`config.mk`:
```
export PLATFORM = sky130hd
export DESIGN_NAME = writeback_stage_pipe
export DESIGN_NICKNAME = d
export VERILOG_FILES = /design/src/rtl/wb_pkg.sv /design/src/rtl/load_extend.sv /design/src/rtl/writeback_stage_pipe.sv
export SDC_FILE = /design/constraint.sdc
export NUM_CORES = 1
export LEC_CHECK = 0
export ABC_CLOCK_PERIOD_IN_PS = 2000
export CORE_ASPECT_RATIO = 0.7
export CORE_MARGIN = 2
export CORE_UTILIZATION = 44
export CTS_BUF_LIST = sky130_fd_sc_hd__clkbuf_16
export DETAILED_ROUTE_END_ITERATION = 12
export PLACE_DENSITY_LB_ADDON = 0.2
export SETUP_SLACK_MARGIN = 0.02
export SYNTH_ARGS = -nofsm -noshare
export SYNTH_HDL_FRONTEND = slang
export SYNTH_SLANG_ARGS = --single-unit
```
`constraint.sdc`:
```
create_clock -name clk -period 2 [get_ports clk]
set_input_delay 0.4 -clock clk [delete_from_list [all_inputs] [get_ports clk]]
set_output_delay 0.4 -clock clk [all_outputs]
set_load 0.01 [all_outputs]
```
`src/rtl/wb_pkg.sv`:
```
// ============================================================================
// Module : wb_pkg
// Brief  : Shared result-select and load-type encodings for the WB stage.
// Rev    : 1.0  initial release
// ============================================================================
`default_nettype none

package wb_pkg;

  typedef logic [1:0] res_src_t;

  localparam res_src_t RES_ALU  = 2'b00;
  localparam res_src_t RES_LOAD = 2'b01;
  localparam res_src_t RES_PC4  = 2'b10;
  localparam res_src_t RES_IMM  = 2'b11;

  localparam logic [2:0] F3_LB  = 3'b000;
  localparam logic [2:0] F3_LH  = 3'b001;
  localparam logic [2:0] F3_LW  = 3'b010;
  localparam logic [2:0] F3_LBU = 3'b100;
  localparam logic [2:0] F3_LHU = 3'b101;

endpackage

`default_nettype wire

```
`src/rtl/load_extend.sv`:
```
// ============================================================================
// Module : load_extend
// Brief  : Byte/halfword/word extraction from an aligned word with sign/zero extension.
// Rev    : 1.0  initial release
// ============================================================================
`default_nettype none

module load_extend
  import wb_pkg::*;
#(
  parameter int XLEN = 32
) (
  input  logic [2:0]      funct3,
  input  logic [1:0]      offset,
  input  logic [XLEN-1:0] raw,
  output logic [XLEN-1:0] ext_data
);

  logic [7:0]  w_byte;
  logic [15:0] w_half;

  always_comb begin
    w_byte = raw[7:0];
    case (offset)
      2'd0: w_byte = raw[7:0];
      2'd1: w_byte = raw[15:8];
      2'd2: w_byte = raw[23:16];
      2'd3: w_byte = raw[31:24];
      default: w_byte = raw[7:0];
    endcase
    // Halfword misalignment is trapped upstream, so offset[0] is ignored.
    w_half = offset[1] ? raw[31:16] : raw[15:0];
  end

  always_comb begin
    ext_data = raw;
    case (funct3)
      F3_LB:   ext_data = XLEN'($signed(w_byte));
      F3_LBU:  ext_data = XLEN'(w_byte);
      F3_LH:   ext_data = XLEN'($signed(w_half));
      F3_LHU:  ext_data = XLEN'(w_half);
      F3_LW:   ext_data = XLEN'($signed(raw[31:0]));
      default: ext_data = raw;
    endcase
  end

endmodule

`default_nettype wire

```
`src/rtl/writeback_stage_pipe.sv`:
```
// ============================================================================
// Module : writeback_stage_pipe
// Brief  : MEM/WB pipeline register, load extension and 4-way result select.
//          Optional retire counter enabled by macro WB_RETIRE_CNT_EN.
// Rev    : 1.0  initial release
// ============================================================================
`default_nettype none

module writeback_stage_pipe
  import wb_pkg::*;
#(
  parameter int XLEN       = 32,
  parameter int REG_ADDR_W = 5
) (
  input  logic                  clk,
  input  logic                  rst,
  input  logic                  ValidM,
  input  logic                  RegWriteM,
  input  logic [1:0]            ResultSrcM,
  input  logic [2:0]            Funct3M,
  input  logic [REG_ADDR_W-1:0] RDM,
  input  logic [XLEN-1:0]       ALU_ResultM,
  input  logic [XLEN-1:0]       ReadDataM,
  input  logic [XLEN-1:0]       PCPlus4M,
  input  logic [XLEN-1:0]       ImmExtM,
  input  logic                  StallW,
  input  logic                  FlushW,
`ifdef WB_RETIRE_CNT_EN
  output logic [63:0]           RetireCntW,
`endif
  output logic                  ValidW,
  output logic                  RegWriteW,
  output logic [REG_ADDR_W-1:0] RDW,
  output logic [XLEN-1:0]       ResultW
);

  logic                  r_valid;
  logic                  r_regwrite;
  res_src_t              r_src;
  logic [2:0]            r_funct3;
  logic [REG_ADDR_W-1:0] r_rd;
  logic [XLEN-1:0]       r_alu;
  logic [XLEN-1:0]       r_rdata;
  logic [XLEN-1:0]       r_pc4;
  logic [XLEN-1:0]       r_imm;
  logic [XLEN-1:0]       w_load;

  // Flush only kills valid/regwrite; the data fields keep their old values.
  always_ff @(posedge clk or negedge rst) begin
    if (!rst) begin
      r_valid    <= 1'b0;
      r_regwrite <= 1'b0;
      r_src      <= RES_ALU;
      r_funct3   <= '0;
      r_rd       <= '0;
      r_alu      <= '0;
      r_rdata    <= '0;
      r_pc4      <= '0;
      r_imm      <= '0;
    end else if (FlushW) begin
      r_valid    <= 1'b0;
      r_regwrite <= 1'b0;
    end else if (!StallW) begin
      r_valid    <= ValidM;
      r_regwrite <= RegWriteM;
      r_src      <= ResultSrcM;
      r_funct3   <= Funct3M;
      r_rd       <= RDM;
      r_alu      <= ALU_ResultM;
      r_rdata    <= ReadDataM;
      r_pc4      <= PCPlus4M;
      r_imm      <= ImmExtM;
    end
  end

`ifdef WB_RETIRE_CNT_EN
  logic [63:0] r_retire_cnt;

  always_ff @(posedge clk or negedge rst) begin
    if (!rst) begin
      r_retire_cnt <= '0;
    end else if (!FlushW && !StallW && ValidM) begin
      r_retire_cnt <= r_retire_cnt + 64'd1;
    end
  end

  assign RetireCntW = r_retire_cnt;
`endif

  load_extend #(
    .XLEN (XLEN)
  ) u_load_extend (
    .funct3   (r_funct3),
    .offset   (r_alu[1:0]),
    .raw      (r_rdata),
    .ext_data (w_load)
  );

  always_comb begin
    ResultW = r_alu;
    case (r_src)
      RES_ALU:  ResultW = r_alu;
      RES_LOAD: ResultW = w_load;
      RES_PC4:  ResultW = r_pc4;
      RES_IMM:  ResultW = r_imm;
      default:  ResultW = r_alu;
    endcase
  end

  assign ValidW    = r_valid;
  assign RegWriteW = r_valid & r_regwrite & (r_rd != '0);
  assign RDW       = r_rd;

endmodule

`default_nettype wire

```
======== Word level (Yosys, flattened, before mapping) ========
Index checks and enable logic that the tools add are counted.
word-level totals
  register bits ........................... 140
  logic and storage cells ................. 36
operators by class
  equal/unequal tests ..................... 10
  muxes and demuxes ....................... 8
  bitwise gates (word level) .............. 4
  reductions and logical operators ........ 5
operators with widths
  kind                  number
  $pmux W32 S4          2
  $pmux W8 S4           1
  $mux W16              1
  $eq A2 B2 Y1 const B  4
  $eq A3 B3 Y1 const B  2
  $reduce_bool A5 Y1    1
  $eq A2 B1 Y1 const B  2
  $logic_not A2 Y1      2
  $mux W1               4
  $eq A3 B1 Y1 const B  1
  $logic_not A3 Y1      1
  $and A1 B1 Y1         2
  $ne A2 B1 Y1 const B  1
  $not A1 Y1            2
  $reduce_and A2 Y1     1

======== Logic depth before layout (Yosys ltp) ========
Gate-level depths: netlist of the first run.
  word-level depth ........................ 4
  gate-level depth with buffers ........... 7

======== Modules after synthesis ========
A second synthesis of the first run with hierarchy kept.
unflattened totals
  cell total of the unflattened synthesis .. 451
  area total of the unflattened synthesis .. 7180.6 um^2
modules (own cells, without submodules)
  module                times used  cells an instance  area each (um^2)  sequential area each (um^2)
  writeback_stage_pipe  1           340                6512.5            3503.4
  load_extend           1           111                668.1             0.0

======== Worst setup path after synthesis of the first run ========
No wires, ideal clock.
  path type ............................... flip-flop to output port
  start point ............................. reg r_alu[1]
  end point ............................... out ResultW[16]
  arrival time ............................ 1.678 ns
  data required time ...................... 1.600 ns
  path slack .............................. -0.078 ns
  cell stages (with the launch flop) ...... 7
  path through ............................ dfrtp_1 -> buf_6 -> mux4_2 -> nand2b_4 -> a2111oi_4 -> buf_6 -> a211o_1
between the ends
  word-level cells in the longest chain between the ends .. 4
  elaborated cells between the ends (all ways) .. 8
  those cells by class .................... 3 x eq/ne; 4 x mux; 1 x reduce/logical
ends and longest elaborated chain
  item                                        line                         source
  start, declared                             writeback_stage_pipe.sv:42   logic [XLEN-1:0] r_alu;
  start signal, assigned                      writeback_stage_pipe.sv:69   r_alu <= ALU_ResultM;
  $eq A2 B2 Y1, or another cell as far along  load_extend.sv:24            case (offset)
  $pmux W8 S4                                 load_extend.sv:24
  $pmux W32 S4 (*)                            load_extend.sv:37            case (funct3)
  $pmux W32 S4 (*)                            writeback_stage_pipe.sv:101  case (r_src)
  end, declared                               writeback_stage_pipe.sv:34   output logic [XLEN-1:0] ResultW
Mark *: on every way between the ends. The rest lies on a longest branch, timed or not.

======== Worst setup path in the final report of the first run ========
  start point ............................. reg r_alu[1]
  end point ............................... out ResultW[14]
The elaborated chain is that of the path after synthesis.

==> results of run 1 <==
repair_timing:
| action | CTS | global route |
|---|---|---|
| hold endpoints to repair | 39 | 0 |
| setup buffers | 6 | 12 |
| hold buffers | 1 | 0 |
| gates resized for setup | 128 | 48 |
| pin swaps | 7 | 26 |
| setup endpoints to repair | 33 | 33 |
| gates cloned | 1 | 1 |
state kept, by name, indices dropped and copies added, names as in the netlist:
| signal | count |
|---|---|
| r_regwrite | 1 |
| r_rdata | 32 |
| r_funct3 | 3 |
| r_pc4 | 32 |
| ValidW | 1 |
| r_imm | 32 |
| RDW | 5 |
| r_alu | 32 |
| r_src | 2 |
routing by layer:
layer | up-vias | global-route usage [%]
li1 | 2531 | -
met1 | 2742 | 35.32
met2 | 193 | 36.10
met3 | 15 | 7.246
met4 | 0 | 6.409
met5 | - | 0
logic make-up (layout without fill, tap and decap cells):
family	Yosys count	count (layout)	share of synthesized area, %
AO/OA/AOI/OAI	108	108	11.73
buffers and inverters	53	323	3.397
flip-flops	140	140	51.98
multiplexers	165	165	27.07
other	0	1	0
AND/OR/NAND/NOR	87	87	5.829
synthesized netlist by cell type, types with 2 or more instances:
master,number
o211ai_1,3
o2111ai_1,5
inv_1,11
buf_2,12
a211o_1,17
or2_2,2
dfrtp_1,140
a22o_1,16
o2bb2ai_1,3
buf_6,2
mux2_2,128
nor2_1,35
o22ai_1,3
nor3b_1,3
nand2_1,30
nor2b_1,8
clkbuf_1,23
nand2b_1,4
mux2i_1,36
buf_1,4
a221oi_1,2
o221ai_1,9
o21ai_0,21
a21oi_1,22
placed cells by master, fill, tap and decap left out, drive strengths merged, types with 2 or more instances in the layout:
cell type	n
inv	11
nor2	35
dfrtp	140
o22ai	3
nor2b	8
a221oi	2
o221ai	9
a22o	16
clkbuf	20
mux2i	36
a21oi	22
clkinvlp	4
nand2b	5
mux2	128
clkdlybuf4s50	148
a211o	17
or2	2
o2bb2ai	3
bufinv	4
o21ai	21
nand2	30
buf	127
clkinv	8
o211ai	3
nor3b	3
o2111ai	5
area by class of cell:
cell class / instances / area [um2] / share of cell area, %
Tap cell: 195 / 244.0 / 2.383
Multi-Input combinational cell: 360 / 3181 / 31.06
Antenna cell: 1 / 2.502 / 0.02444
Sequential cell: 140 / 3508 / 34.26
Clock buffer: 17 / 425.4 / 4.154
Clock inverter: 15 / 197.7 / 1.931
Timing Repair Buffer: 279 / 2633 / 25.71
Inverter: 12 / 48.80 / 0.4765
worst max-delay path by stage:
stage	endpoint	slack [ns]
global placement	ResultW[10]	-0.48
finish	ResultW[14]	-0.62
detailed placement	ResultW[19]	-0.52
CTS	ResultW[6]	-0.82
floorplan	ResultW[16]	-0.08
global route	ResultW[10]	-0.69
stage by stage:
stage | cell area, um2 | hold slack, ns | setup WS (ns) | instances
2_1_floorplan | 6753 | 0.1044 | -0.07743 | 553
3_3_place_gp | 9387 | 0.3485 | -0.4822 | 966
3_5_place_dp | 9387 | 0.3575 | -0.5199 | 966
4_1_cts | 10020 | 0.4833 | -0.8232 | 1006
5_1_grt | 10240 | 0.4922 | -0.6904 | 1018
6_report | 10240 | 0.4657 | -0.6219 | 1019
power breakdown:
part           switching, W  internal (W)  total, W
sequential         0.000285       0.00325   0.00353
clock               0.00126       0.00208   0.00334
combinational       0.00122       0.00159   0.00281
total               0.00276       0.00692   0.00968
worst max-delay path, stage by stage, from the launching register on:
cell	delay (ns)
dfrtp_2	0.38
mux4_2	0.56
buf_6	0.15
a211o_4	0.37
nand2_4	0.09
o221ai_2	0.10
buf_2	0.16
==> results.yml, run 1 <==
clock_network:
  cts_tree: "built"
  cts-root-buf: "clkbuf_16"
  cts_buffers: 17
  cts.sinks: 140
  clock_latency_ns: 0.42
  cts.clk_slew.worst_paths_ns: 0.06
  clockBufferDepth: 2
  cts_htree_levels: 4
layout:
  fin_nets: 954
  area_growth_pct: 51.92
  post-route-util_pct: 69.12
  fillers: 1098
  layout-drive-gt1-share_pct: 39.85
global_routing:
  grt_max_degree: 50
  antenna_found_initial: 1
  grt_util_all_layers_pct: 24.47
  grt.overflow.total: 0
  grt_pass1_vias: 5704
  grt_pass1_wl_um: 30760
synth:
  synth-seq-cells: 140
  synth_edf_count: 0
  yosysSeqAreaShare_pct: 51.98
  synth_cell_types: 38
  synthCells: 553
  syn_area_um2: 6740
  synth_top_cell_by_area: "dfrtp_1"
  synth.area.top_cells: "dfrtp_1, mux2_2, mux2i_1, a211o_1, a22o_1"
  ys.flop_type: "dfrtp_1"
  ys_warn_count: 0
  ys_async_sr_fraction_pct: 100.0
  syn_avg_cell_area_um2: 12.19
  syn_nets: 697
  synth_top_area_share_pct: 51.98
floorplanning:
  initial_core_util_pct: 45.50
  die_h_um: 107.6
  die_area_um2: 16340
  die_w_um: 151.9
  ios: 183
  rows: 37
  core_um2: 14810
min_path:
  hp-class: "input pin to asynchronous set/reset pin"
run:
  cap_violations: 0
placed_design:
  portBuffers: 182
  dp_hpwl_um: 14030
  place.gp.congestion: 0.8784
critical_path:
  critPathCaptureType: "primary output"
  ff2ff_path_depth: 5
  crit_path_start: "r_alu[1]"
  worstSetupPathType: "flop to primary output"
  cp.required_ns: 1.60
  path_max_fanout: 5
  ff2ff_setup_slack_ns: 0.72
  arrival_ns: 2.22
  critPathLaunchType: "flop"
  crit-reg2reg-launch: "r_alu[1]"
  reg2reg_to: "r_alu[1]"
route:
  dr.pass1.iters: 4
  routed_wl_um: 19660
  ant_nets: 0
  avgRoutedWirePerCell_um: 19.29
  dr.max_layer_used: "met4"
  met3_length_um: 1396
  wl_met1_um: 9385
  vias: 5481
  wl_met2_um: 8671
  via_per_inst: 5.379
  drcViolationCount: 0
  drtIter0Drc: 310
sta:
  relSlewSlack_pct: 70.73
  finalSetupTns_ns: -16.91
  finalCritPeriodShare_pct: 131.1
  slew_violations: 0
  rsz0062_at_grt: "true"
  hold_viol_final: 0
  finClkSkew_ns: 0
  worst_pin_slew_ns: 0.4390
  timing.final.ws_setup_ns: -0.6219
  setup_viol: 32
  fmax_mhz: 381.4
  post-route-min-period_ns: 2.622
pwr:
  total_power_w: 0.009681
  powerDensity_nw_per_um2: 945.4
  leakage_nw: 4.413
  max-vdd-ir-drop_v: 0.0005443
outcome:
  outcome: "finished with violations"
  violations: "negative setup slack"
Note: power is estimated with default switching activity, not from simulation.
==> run 2: changes to the inputs <==
--- a/config.mk
+++ b/config.mk
@@ -10,9 +10,11 @@
 export CORE_MARGIN = 2
 export CORE_UTILIZATION = 44
 export CTS_BUF_LIST = sky130_fd_sc_hd__clkbuf_16
+export CTS_CLUSTER_SIZE = 28
 export DETAILED_ROUTE_END_ITERATION = 12
 export PLACE_DENSITY_LB_ADDON = 0.2
 export SETUP_SLACK_MARGIN = 0.02
+export SKIP_CTS_REPAIR_TIMING = 1
 export SYNTH_ARGS = -nofsm -noshare
 export SYNTH_HDL_FRONTEND = slang
 export SYNTH_SLANG_ARGS = --single-unit
==> run 2 against run 1 <==
  * The flow still finishes with violations (negative setup slack)
  * First-iteration DRC count fell by 9.7%
  * Clock-buffer cell count stayed put
  * Cell count down 0.29%
  * Clock skew unchanged
  * Utilization shrank 0.20 points
  * Sequential power about the same
  * Non-clock buffer count shrank 3
==> results.yml, run 2 (synthesized netlist as in run 1, its figures left out) <==
placed_design:
  place_area_um2: 9387
  dp_cells: 966
  preCtsSetupSlack_ns: -0.5199
  portBuffers: 182
  dp_hpwl_um: 14030
  place.gp.congestion: 0.8784
layout:
  stdcell_count: 1016
  post-route-util_pct: 68.92
  fin_nets: 951
  area_growth_pct: 51.48
  final_common_cell: "clkdlybuf4s50_1"
  layout_common_cells: "clkdlybuf4s50_1, dfrtp_1, mux2_2"
  postLayoutCellArea_um2: 10210
  layout-drive-gt1-share_pct: 39.88
  fillers: 1092
critical_path:
  reg2reg_to: "r_alu[1]"
  crit_path_start: "r_alu[1]"
  slowest_stage: "mux4_2"
  ff2ff_setup_slack_ns: 0.71
  path_max_fanout: 8
  critPathCaptureType: "primary output"
  worstSetupPathType: "flop to primary output"
  critPathLaunchType: "flop"
  ff2ff_path_depth: 5
  path_cells: "mux4_2 -> nand2b_4 -> a2111oi_4 -> buf_4 -> buf_6 -> buf_12 -> a211o_1 -> buf_6"
  cp.required_ns: 1.60
  crit-reg2reg-launch: "r_alu[1]"
  arrival_ns: 2.34
  cpMostUsedCell: "buf_6"
  slowest_delay_ns: 0.57
global_routing:
  grt_pass1_wl_um: 30440
  grt_use_met3_pct: 7.206
  antenna_found_initial: 1
  busiest_layer: "met2"
  grt_util_all_layers_pct: 24.17
  use_met2_pct: 35.62
  grt_max_degree: 50
  met1_usage_pct: 34.85
  grt.overflow.total: 0
  grt_pass1_vias: 5683
route:
  avgRoutedWirePerCell_um: 19.21
  via_per_inst: 5.351
  routed_wl_um: 19520
  drcViolationCount: 0
  ant_nets: 0
  dr.pass1.iters: 5
  vias: 5437
  drtIter0Drc: 280
floorplanning:
  die_w_um: 151.9
  core_um2: 14810
  die_area_um2: 16340
  ios: 183
  initial_core_util_pct: 45.50
  die_h_um: 107.6
  rows: 37
sta:
  post-route-min-period_ns: 2.741
  finClkSkew_ns: 0
  fmax_mhz: 364.9
  finalCritPeriodShare_pct: 137.0
  finalSetupTns_ns: -18.24
  relSlewSlack_pct: 70.50
  rsz0062_at_grt: "true"
  hold_viol_final: 0
  slew_violations: 0
  worst_pin_slew_ns: 0.4424
  setup_viol: 32
  timing.final.ws_setup_ns: -0.7406
clock_network:
  cts-root-buf: "clkbuf_16"
  cts_tree: "built"
  cts.sinks: 140
  cts.clk_slew.worst_paths_ns: 0.06
  cts_buffers: 17
  cts_htree_levels: 4
  clock_latency_ns: 0.42
  clockBufferDepth: 2
outcome:
  violations: "negative setup slack"
  outcome: "finished with violations"
min_path:
  hp-class: "input pin to asynchronous set/reset pin"
pwr:
  max-vdd-ir-drop_v: 0.0005335
  powerDensity_nw_per_um2: 943.9
  leakage_nw: 4.395
run:
  cap_violations: 0
==> run 2: cell type report <==
type	count	area [um2]	share of cell area, %
Sequential cell	140	3510	34.38
Clock inverter	15	197.7	1.936
Inverter	12	48.80	0.4779
Tap cell	195	244.0	2.390
Multi-Input combinational cell	360	3178	31.13
Timing Repair Buffer	276	2604	25.50
Antenna cell	1	2.502	0.02451
Clock buffer	17	425.4	4.167
==> run 2: routing by layer <==
| metal | vias to the layer above | part of all wire (%) |
|---|---|---|
| met5 | - | 0 |
| met4 | 0 | 1.3 |
| met3 | 19 | 6.9 |
| met2 | 182 | 44 |
| met1 | 2713 | 48 |
| li1 | 2523 | - |
==> run 2: metrics by stage <==
stage	total power [W]	hold WS, ns
after CTS	0.009637	-0.08982
after detailed placement	0.006261	0.3575
after global routing	0.01009	0.4922
final	0.009637	0.4664
after floorplan	0.004808	0.1044
after global placement	0.006204	0.3485
==> run 2: power breakdown <==
part           total, W  internal, W  switching [W]
combinational   0.00277      0.00156        0.00121
clock           0.00334      0.00208        0.00126
sequential      0.00353      0.00325       0.000279
==> run 2: how the worst max path moves through the flow <==
stage / to / slack (ns) / depth (start not counted)
finish: ResultW[28] / -0.74 / 8
global route: ResultW[28] / -0.81 / 8
global placement: ResultW[10] / -0.48 / 5
CTS: ResultW[19] / -0.98 / 6
floorplan: ResultW[16] / -0.08 / 6
detailed placement: ResultW[19] / -0.52 / 6
==> run 2: worst max-delay path, delay by kind of cell (launching register included) <==
kind / cells / cell delay (ns)
muxes: 1 / 0.57
DFF: 1 / 0.38
AOI/OAI and AO/OA: 2 / 0.31
buffers and inverters: 4 / 0.56
and+or+nand+nor: 1 / 0.11
==> run 3: changes to the inputs <==
--- a/config.mk
+++ b/config.mk
@@ -6,7 +6,6 @@
 export NUM_CORES = 1
 export LEC_CHECK = 0
 export ABC_CLOCK_PERIOD_IN_PS = 2000
-export CORE_ASPECT_RATIO = 0.7
 export CORE_MARGIN = 2
 export CORE_UTILIZATION = 44
 export CTS_BUF_LIST = sky130_fd_sc_hd__clkbuf_16
==> run 3 against run 2 <==
  * The run still ends with negative setup slack left
  * Die area hardly changed
  * Wire length is 1.1% lower
  * Sequential share of layout area hardly changed
  * Flip-flop and latch count stayed put
  * Utilization is 1.2 points lower
  * Critical path depth stayed put
  * Non-clock buffer count is 3 lower
  * Critical path type unchanged
  * Largest cell class unchanged
  * Largest power group unchanged
==> results.yml, run 3 (synthesized netlist as in run 1, its figures left out) <==
route:
  ant_nets: 0
  drcViolationCount: 0
  routed_wl_um: 19300
  via_per_inst: 5.378
  drtIter0Drc: 321
  avgRoutedWirePerCell_um: 19.18
  vias: 5410
  dr.pass1.iters: 5
sta:
  rsz0062_at_grt: "true"
  worst_pin_slew_ns: 0.3787
  slew_violations: 0
  setup_viol: 33
  finalSetupTns_ns: -19.38
  fmax_mhz: 356.9
  timing.final.ws_setup_ns: -0.8020
  hold_viol_final: 0
  finClkSkew_ns: 0
  relSlewSlack_pct: 74.75
  whs_ns: 0.4539
  finalCritPeriodShare_pct: 140.1
  post-route-min-period_ns: 2.802
layout:
  layout-drive-gt1-share_pct: 40.76
  fin_nets: 948
  stdcell_count: 1006
  layout_common_cells: "clkdlybuf4s50_1, dfrtp_1, mux2_2"
  area_growth_pct: 51.66
  final_common_cell: "clkdlybuf4s50_1"
  post-route-util_pct: 67.74
placed_design:
  dp_cells: 953
  preCtsSetupSlack_ns: -0.5375
  place.gp.congestion: 0.8712
  portBuffers: 182
  dp_hpwl_um: 13530
outcome:
  violations: "negative setup slack"
  outcome: "finished with violations"
pwr:
  leakage_nw: 4.392
  max-vdd-ir-drop_v: 0.0006644
  powerDensity_nw_per_um2: 922.5
critical_path:
  path_cells: "mux4_2 -> nand2b_4 -> a2111oi_4 -> buf_4 -> buf_6 -> clkbuf_16 -> a211o_1 -> buf_2"
  slowest_delay_ns: 0.57
  slowest_stage: "mux4_2"
  critPathBufInv: 4
  critPathCaptureType: "primary output"
  path_max_fanout: 8
  ff2ff_setup_slack_ns: 0.92
  arrival_ns: 2.40
  critPathLaunchType: "flop"
  worstSetupPathType: "flop to primary output"
  cp.required_ns: 1.60
  crit_family: "buffers and inverters"
clock_network:
  cts-root-buf: "clkbuf_16"
  cts_tree: "built"
  cts_buffers: 17
  cts_htree_levels: 4
  clock_latency_ns: 0.42
  cts.sinks: 140
  clockBufferDepth: 2
  cts.clk_slew.worst_paths_ns: 0.06
min_path:
  hp-class: "input pin to asynchronous set/reset pin"
global_routing:
  grt_max_degree: 68
  grt_pass1_wl_um: 29300
  grt_util_all_layers_pct: 23.33
  grt_pass1_vias: 5621
  grt.overflow.total: 0
  antenna_found_initial: 0
floorplanning:
  die_h_um: 127.8
  rows: 45
  core_um2: 15090
  ios: 183
  die_area_um2: 16330
  initial_core_util_pct: 44.67
  die_w_um: 127.8
run:
  cap_violations: 0
## run 3: cell count changes in the layout (fill, tap and decap cells not counted), moves of 4 or more
| cell | delta |
|---|---|
| clkinv_1 | +6 |
| a21oi_1 | -9 |
| clkinvlp_4 | -4 |
| a21oi_2 | +7 |
## run 3: cell type report
class                           count  area (um2)
Antenna cell                        1       2.502
Clock buffer                       17       425.4
Clock inverter                     15       138.9
Fill cell                        1139        4867
Inverter                           12       45.04
Multi-Input combinational cell    360        3297
Sequential cell                   140        3510
Tap cell                          188       235.2
Timing Repair Buffer              273        2569
## run 3: per-stage QoR
stage,cell area [um2],total power [W]
finish,10220,0.009430
detailed placement,9308,0.006219
CTS,9872,0.009313
global route,10220,0.009880
floorplan,6753,0.004808
global placement,9308,0.006148
## run 3: per-layer routing
| layer | wire length [um] | part of all wire (%) | track usage, % | up-vias |
|---|---|---|---|---|
| met5 | 0 | 0 | 0 | - |
| met4 | 286 | 1.5 | 6.399 | 0 |
| met3 | 1319 | 6.8 | 7.763 | 24 |
| met2 | 9367 | 49 | 38.13 | 183 |
| met1 | 8327 | 43 | 29.89 | 2688 |
| li1 | - | - | - | 2515 |
## run 3: worst paths after layout
| kind | endpoint | cells after the start | start |
|---|---|---|---|
| min reg2reg | r_imm[12] | 1 | r_imm[12] |
| max | ResultW[24] | 8 | r_alu[1] |
| max reg2reg | r_alu[0] | 3 | r_alu[0] |
| min | r_imm[27] | 2 | rst |
| max in group asynchronous | RDW[2] | 3 | rst |
| min in group clk | r_imm[12] | 1 | r_imm[12] |
## run 3: power by group
group | switching [W] | total [W] | leakage [nW] | internal [W]
clock network | 0.00115 | 0.00306 | 0.289 | 0.00191
registers | 0.000303 | 0.00355 | 1.65 | 0.00325
logic | 0.00123 | 0.00282 | 2.46 | 0.00159
